## config.mk

```make
export PLATFORM = sky130hd
export DESIGN_NAME = locked_seq_multiplier_flat
export DESIGN_NICKNAME = d
export VERILOG_FILES = /design/src/rtl/locked_seq_multiplier_if.sv /design/src/rtl/locked_seq_multiplier.sv /design/src/flat_wrapper.sv
export SDC_FILE = /design/constraint.sdc
export NUM_CORES = 1
export LEC_CHECK = 0
export ABC_AREA = 1
export BUFFER_PORTS_ARGS = -buffer_cell sky130_fd_sc_hd__buf_2
export CELL_PAD_IN_SITES_DETAIL_PLACEMENT = 0
export CELL_PAD_IN_SITES_GLOBAL_PLACEMENT = 1
export CORE_UTILIZATION = 42
export CTS_CLUSTER_SIZE = 24
export DETAILED_ROUTE_END_ITERATION = 8
export PLACE_DENSITY = 0.91
export SYNTH_ARGS = -nofsm -noshare
export SYNTH_HDL_FRONTEND = slang
export SYNTH_SLANG_ARGS = --single-unit
```

## constraint.sdc

```tcl
create_clock -name clk_i -period 4.25 [get_ports clk_i]
set_input_delay 0 -clock clk_i [delete_from_list [all_inputs] [get_ports clk_i]]
set_output_delay 0 -clock clk_i [all_outputs]
set_load 0.01 [all_outputs]
```

## src/rtl/locked_seq_multiplier_if.sv

```systemverilog
// Operand/result handshake bundle for the locked sequential multiplier.
interface locked_seq_multiplier_if #(
  parameter int unsigned WIDTH     = 8,
  parameter int unsigned KEY_WIDTH = 64
);
  logic                   in_valid_i;
  logic                   in_ready_o;
  logic [WIDTH-1:0]       operand1_i;
  logic [WIDTH-1:0]       operand2_i;
  logic                   signed_i;
  logic [KEY_WIDTH-1:0]   keyinput;
  logic                   out_valid_o;
  logic                   out_ready_i;
  logic [2*WIDTH-1:0]     result_o;

  // Producer/consumer side
  modport master (
    output in_valid_i, operand1_i, operand2_i, signed_i, keyinput, out_ready_i,
    input  in_ready_o, out_valid_o, result_o
  );

  // Multiplier side
  modport slave (
    input  in_valid_i, operand1_i, operand2_i, signed_i, keyinput, out_ready_i,
    output in_ready_o, out_valid_o, result_o
  );
endinterface

```

## src/rtl/locked_seq_multiplier.sv

```systemverilog
// Iterative radix-2 shift-add multiplier with XOR key locking on the product.
// Signed operands are multiplied as magnitudes; the sign is applied at the end.
module locked_seq_multiplier #(
  parameter int unsigned           WIDTH     = 8,
  parameter int unsigned           KEY_WIDTH = 64,
  parameter logic [KEY_WIDTH-1:0]  KEY_REF   = 64'h192F7F0351667DEC
) (
  input logic                    clk_i,
  input logic                    rst_i,
  locked_seq_multiplier_if.slave bus
);

  localparam int unsigned PW = 2 * WIDTH;
  localparam int unsigned CW = $clog2(WIDTH + 1);

  typedef enum logic [1:0] {IDLE, BUSY, DONE} state_t;

  state_t               state_q, state_d;
  logic [PW-1:0]        mcand_q, mcand_d;
  logic [WIDTH-1:0]     mplier_q, mplier_d;
  logic [PW-1:0]        acc_q, acc_d;
  logic [CW-1:0]        cnt_q, cnt_d;
  logic                 neg_q, neg_d;
  logic [KEY_WIDTH-1:0] key_q, key_d;
  logic [PW-1:0]        result_q, result_d;
  logic                 in_ready_q, in_ready_d;
  logic                 out_valid_q, out_valid_d;

  logic [KEY_WIDTH-1:0] mask;
  logic [PW-1:0]        corr;
  logic [WIDTH-1:0]     mag1, mag2;
  logic [PW-1:0]        prod;

  assign mask = key_q ^ KEY_REF;
  assign mag1 = (bus.signed_i && bus.operand1_i[WIDTH-1]) ? ('0 - bus.operand1_i) : bus.operand1_i;
  assign mag2 = (bus.signed_i && bus.operand2_i[WIDTH-1]) ? ('0 - bus.operand2_i) : bus.operand2_i;
  assign prod = neg_q ? ('0 - acc_q) : acc_q;

  // Fold the key mask modulo the product width into the corruption vector
  always_comb begin
    corr = '0;
    for (int unsigned j = 0; j < KEY_WIDTH; j++) begin
      corr[j % PW] = corr[j % PW] ^ mask[j];
    end
  end

  // Next-state and datapath update
  always_comb begin
    state_d  = state_q;
    mcand_d  = mcand_q;
    mplier_d = mplier_q;
    acc_d    = acc_q;
    cnt_d    = cnt_q;
    neg_d    = neg_q;
    key_d    = key_q;
    result_d = result_q;
    case (state_q)
      IDLE: begin
        if (bus.in_valid_i) begin
          mcand_d  = {{WIDTH{1'b0}}, mag1};
          mplier_d = mag2;
          acc_d    = '0;
          cnt_d    = '0;
          neg_d    = bus.signed_i & (bus.operand1_i[WIDTH-1] ^ bus.operand2_i[WIDTH-1]);
          key_d    = bus.keyinput;
          state_d  = BUSY;
        end
      end
      BUSY: begin
        // WIDTH shift-add steps, then one step applying sign and lock into the output register
        if (cnt_q == CW'(WIDTH)) begin
          result_d = prod ^ corr;
          state_d  = DONE;
        end else begin
          if (mplier_q[0]) acc_d = acc_q + mcand_q;
          mcand_d  = mcand_q << 1;
          mplier_d = mplier_q >> 1;
          cnt_d    = cnt_q + CW'(1);
        end
      end
      DONE: begin
        if (bus.out_ready_i) begin
          result_d = '0;
          state_d  = IDLE;
        end
      end
      default: state_d = IDLE;
    endcase
    in_ready_d  = (state_d == IDLE);
    out_valid_d = (state_d == DONE);
  end

  // State and datapath registers, cleared asynchronously
  always_ff @(posedge clk_i or posedge rst_i) begin
    if (rst_i) begin
      state_q     <= IDLE;
      mcand_q     <= '0;
      mplier_q    <= '0;
      acc_q       <= '0;
      cnt_q       <= '0;
      neg_q       <= 1'b0;
      key_q       <= '0;
      result_q    <= '0;
      in_ready_q  <= 1'b1;
      out_valid_q <= 1'b0;
    end else begin
      state_q     <= state_d;
      mcand_q     <= mcand_d;
      mplier_q    <= mplier_d;
      acc_q       <= acc_d;
      cnt_q       <= cnt_d;
      neg_q       <= neg_d;
      key_q       <= key_d;
      result_q    <= result_d;
      in_ready_q  <= in_ready_d;
      out_valid_q <= out_valid_d;
    end
  end

  assign bus.in_ready_o  = in_ready_q;
  assign bus.out_valid_o = out_valid_q;
  assign bus.result_o    = result_q;

endmodule

```

## src/flat_wrapper.sv

```systemverilog
// flat-port wrapper written by rule: the top's interface ports become plain ports
module locked_seq_multiplier_flat 
#(
  parameter int unsigned           WIDTH     = 8,
  parameter int unsigned           KEY_WIDTH = 64,
  parameter logic [KEY_WIDTH-1:0]  KEY_REF   = 64'h192F7F0351667DEC
)
  (clk_i, rst_i, bus_in_valid_i, bus_operand1_i, bus_operand2_i, bus_signed_i, bus_keyinput, bus_out_ready_i, bus_in_ready_o, bus_out_valid_o, bus_result_o);
  locked_seq_multiplier_if #(.WIDTH(WIDTH), .KEY_WIDTH(KEY_WIDTH)) bus_i ();
  input logic clk_i;
  input logic rst_i;
  input wire logic [$bits(bus_i.in_valid_i)-1:0] bus_in_valid_i;
  input wire logic [$bits(bus_i.operand1_i)-1:0] bus_operand1_i;
  input wire logic [$bits(bus_i.operand2_i)-1:0] bus_operand2_i;
  input wire logic [$bits(bus_i.signed_i)-1:0] bus_signed_i;
  input wire logic [$bits(bus_i.keyinput)-1:0] bus_keyinput;
  input wire logic [$bits(bus_i.out_ready_i)-1:0] bus_out_ready_i;
  output wire logic [$bits(bus_i.in_ready_o)-1:0] bus_in_ready_o;
  output wire logic [$bits(bus_i.out_valid_o)-1:0] bus_out_valid_o;
  output wire logic [$bits(bus_i.result_o)-1:0] bus_result_o;
  assign bus_i.in_valid_i = bus_in_valid_i;
  assign bus_i.operand1_i = bus_operand1_i;
  assign bus_i.operand2_i = bus_operand2_i;
  assign bus_i.signed_i = bus_signed_i;
  assign bus_i.keyinput = bus_keyinput;
  assign bus_i.out_ready_i = bus_out_ready_i;
  assign bus_in_ready_o = bus_i.in_ready_o;
  assign bus_out_valid_o = bus_i.out_valid_o;
  assign bus_result_o = bus_i.result_o;
  locked_seq_multiplier #(.WIDTH(WIDTH), .KEY_WIDTH(KEY_WIDTH), .KEY_REF(KEY_REF)) u_core (.clk_i(clk_i), .rst_i(rst_i), .bus(bus_i));
endmodule
```

==> out/metrics.cfg <==
[sta]
rsz0062_at_grt=false
setup_viol=0
fin_crit_ns=2.10
finalClockSkew_ns=0.0140
fmax_ghz=0.476
final_hold_viol_count=0
report.final.slew_viol_count=0
setup_slack_ns=2.15
fin_tns_setup_ns=0
min_period_over_period_pct=49.4
worstMarginPinSlew_ns=0.975
relSlewSlack_pct=35.0

[critical_path]
worstSetupPathType=flip-flop to flip-flop
critPathLaunchType=flip-flop
cp_cell_sequence=inv_1, ha_1, nand2_1, nor2_1, inv_2, nor2_2, a21oi_2, nand2_1, o21ai_0
slowest_stage=nor2_2
cp_common_cell=nand2_1
max_stage_delay_ns=0.58
endpoint_kind=flip-flop
crit_family=simple AND/OR/NAND/NOR gates
path_max_fanout=17
worstPathArrival_ns=2.39
critPathRequiredTime_ns=4.54
crit_buf_inv=2

[routing]
initialDrtViolationCount=460
routed_wl_um=18500
dr.pass1.iters=7
wl_per_cell_um=12.8
drtAntennaViolNets=0
vias=6884
remaining_drc_errors=0
via_per_inst=4.75

[cts]
cts_buffers=17
clk_latency_ns=0.42
max-clock-path-buffers=2
clkTransAtPathRegs_ns=0.06
cts_max_level=4
postCtsSetupBuffers=0
clk_root_buffer_cell=clkbuf_16
cts_tree=yes
cts.sinks=129

[placed_design]
hpwl_um=13100
port-buffer-count=102
pre_cts_slack_ns=2.17
gp_congestion=0.829

[finish]
final_nets=1317
area_growth_pct=28.0
drive_above_1_share_pct=12.7
n_antenna_cell=0

[synth]
synth_ff_type=dfrtp_1
syn_area_um2=7390
synth_cells=1031
ys.warnings.count=0
syn_nets=1137
yosysSeqAreaShare_pct=43.7
ys_top_cells_by_count=nand2_1, dfrtp_1, inv_1
synth.distinct_cells=36
synthTopCellsByArea=dfrtp_1, nand2_1, inv_1
synth_top_area_share_pct=43.3
synthArstFlopShare_pct=100
synthDominantAreaCellType=dfrtp_1
synth_most_common_cell=nand2_1
synth_edf_count=0
yosys_register_bits=129
avgSynthCellArea_um2=7.17

[grt]
antenna_found_initial=0
overflow=0
grt_usage_pct=21.8
grt_pass1_wl_um=31000
grt_start_max_net_pins=65
grt_pass1_vias=6543

[pwr]
p_seq_share_pct=31.3
fin_total_pwr_mw=7.24
p_leak_nw=5.09
swShare_pct=44.5
ir_drop_uv=397
p_clk_share_pct=19.4
comb_power_share_pct=49.2
p_switching_mw=3.22
power_density_nw_per_um2=766
p_int_mw=4.02

[die]
design.portCount=103
die_h_um=135
start_util_pct=42.9
rows=48
die_w_um=135
die_area_um2=18100
core_area_um2=17200

[status]
outcome=finished clean

[flow_run]
drv_cap=0

[min_path]
min_path_type=input pin to flip-flop

==> worst reg2reg max path: stages (launching register included) <==
cell	delay (ns)
dfrtp_1	0.40
inv_1	0.10
ha_1	0.14
nand2_1	0.05
nor2_1	0.11
inv_2	0.08
nor2_2	0.58
a21oi_2	0.30
nand2_1	0.12
o21ai_0	0.09
==> power by group through the flow <==
stage               sequential [mW]  combinational (mW)  clock, mW
global placement               2.27                3.44          0
CTS                            2.26                3.59       1.43
detailed placement             2.27                3.51          0
global route                   2.33                4.13       1.48
finish                         2.27                3.57       1.41
floorplan                      2.16                2.75          0
==> placed cells by master (no fill, tap or decap), types with 2 or more instances in the layout <==
cell type      instances
nor2_1                47
a21oi_1               30
dfrtp_1              128
clkinvlp_4             2
o31ai_1                2
xor2_1                16
nand2_4                2
ha_1                  20
or2_2                  4
inv_2                  3
inv_6                  2
a31oi_1                2
dlygate4sd3_1         78
xnor2_1               18
inv_4                  3
nand2_1              444
clkinv_4               4
o21ai_0               61
nand3b_1              11
nand3_1               56
clkbuf_16             17
clkinv_2               3
o22ai_1               13
clkbuf_8               3
o211ai_1               5
buf_4                  4
buf_2                102
nand4_1                5
nor3_1                 3
inv_1                122
o21ai_1                3
==> cell type report <==
type	instances	area [um2]
clock buffer	21	470
clock inverter	11	104
fill	1591	7780
inverter	129	497
multi-input combinational	750	3560
sequential	129	3230
tap	225	282
timing repair buffer	184	1320
==> path summary, 6_finish.rpt <==
kind / start / to / slack, ns / cells past startpoint
worst max-delay path: u_core.cnt_q[0] / u_core.bus.result_o[4] / 2.15 / 9
worst min-delay path: bus_signed_i / u_core.mplier_q[7] / 0.02 / 4
worst min register to register: u_core.mplier_q[6] / u_core.mplier_q[6] / 0.48 / 2
min in group asynchronous: rst_i / u_core.cnt_q[0] / 0.23 / 3
worst max register to register: u_core.cnt_q[0] / u_core.bus.result_o[4] / 2.15 / 9
max in group asynchronous: rst_i / u_core.bus.result_o[12] / 2.98 / 4
==> per-layer routing <==
layer / vias to the layer above / track usage (%) / wire, um
met2: 130 / 36.1 / 8870
li1: 3584 / - / -
met3: 19 / 4.24 / 679
met5: - / 0 / 0
met4: 0 / 6.49 / 286
met1: 3151 / 29.0 / 8640
==> kinds of logic after synthesis <==
group	after synthesis	share of synthesized area, %
buf+inv	152	8.18
xor+xnor	34	4.03
compound gates	119	8.79
simple gates	576	31.6
fa+ha+maj	21	3.66
flops	129	43.7
==> what timing repair did <==
| item | in CTS | in global routing |
|---|---|---|
| hold buffers | 78 | 0 |
| endpoints found under the hold margin | 130 | 0 |
| gates resized for setup | 0 | 0 |
==> state kept, by name, summed over array words and instances (netlist names) <==
| register | flops |
|---|---|
| u_core.mplier_q | 8 |
| u_core.neg_q | 1 |
| u_core.key_q | 64 |
| u_core.bus.in_ready_o | 1 |
| u_core.state_q | 2 |
| u_core.cnt_q | 4 |
| u_core.mcand_q | 16 |
| u_core.bus.result_o | 16 |
| u_core.bus.out_valid_o | 1 |
| u_core.acc_q | 16 |
==> stage by stage <==
stage          area [um2]  utilization (%)  instances  hold slack, ns
2_1_floorplan        7390                -       1031           0.109
3_3_place_gp         8100             47.0       1339           0.147
3_5_place_dp         8100             47.0       1339           0.154
4_1_cts              9460             54.9       1449         0.00696
5_1_grt              9460             54.9       1449          0.0440
6_report             9460             54.9       1449          0.0184
Note: power is estimated with default switching activity, not from simulation.
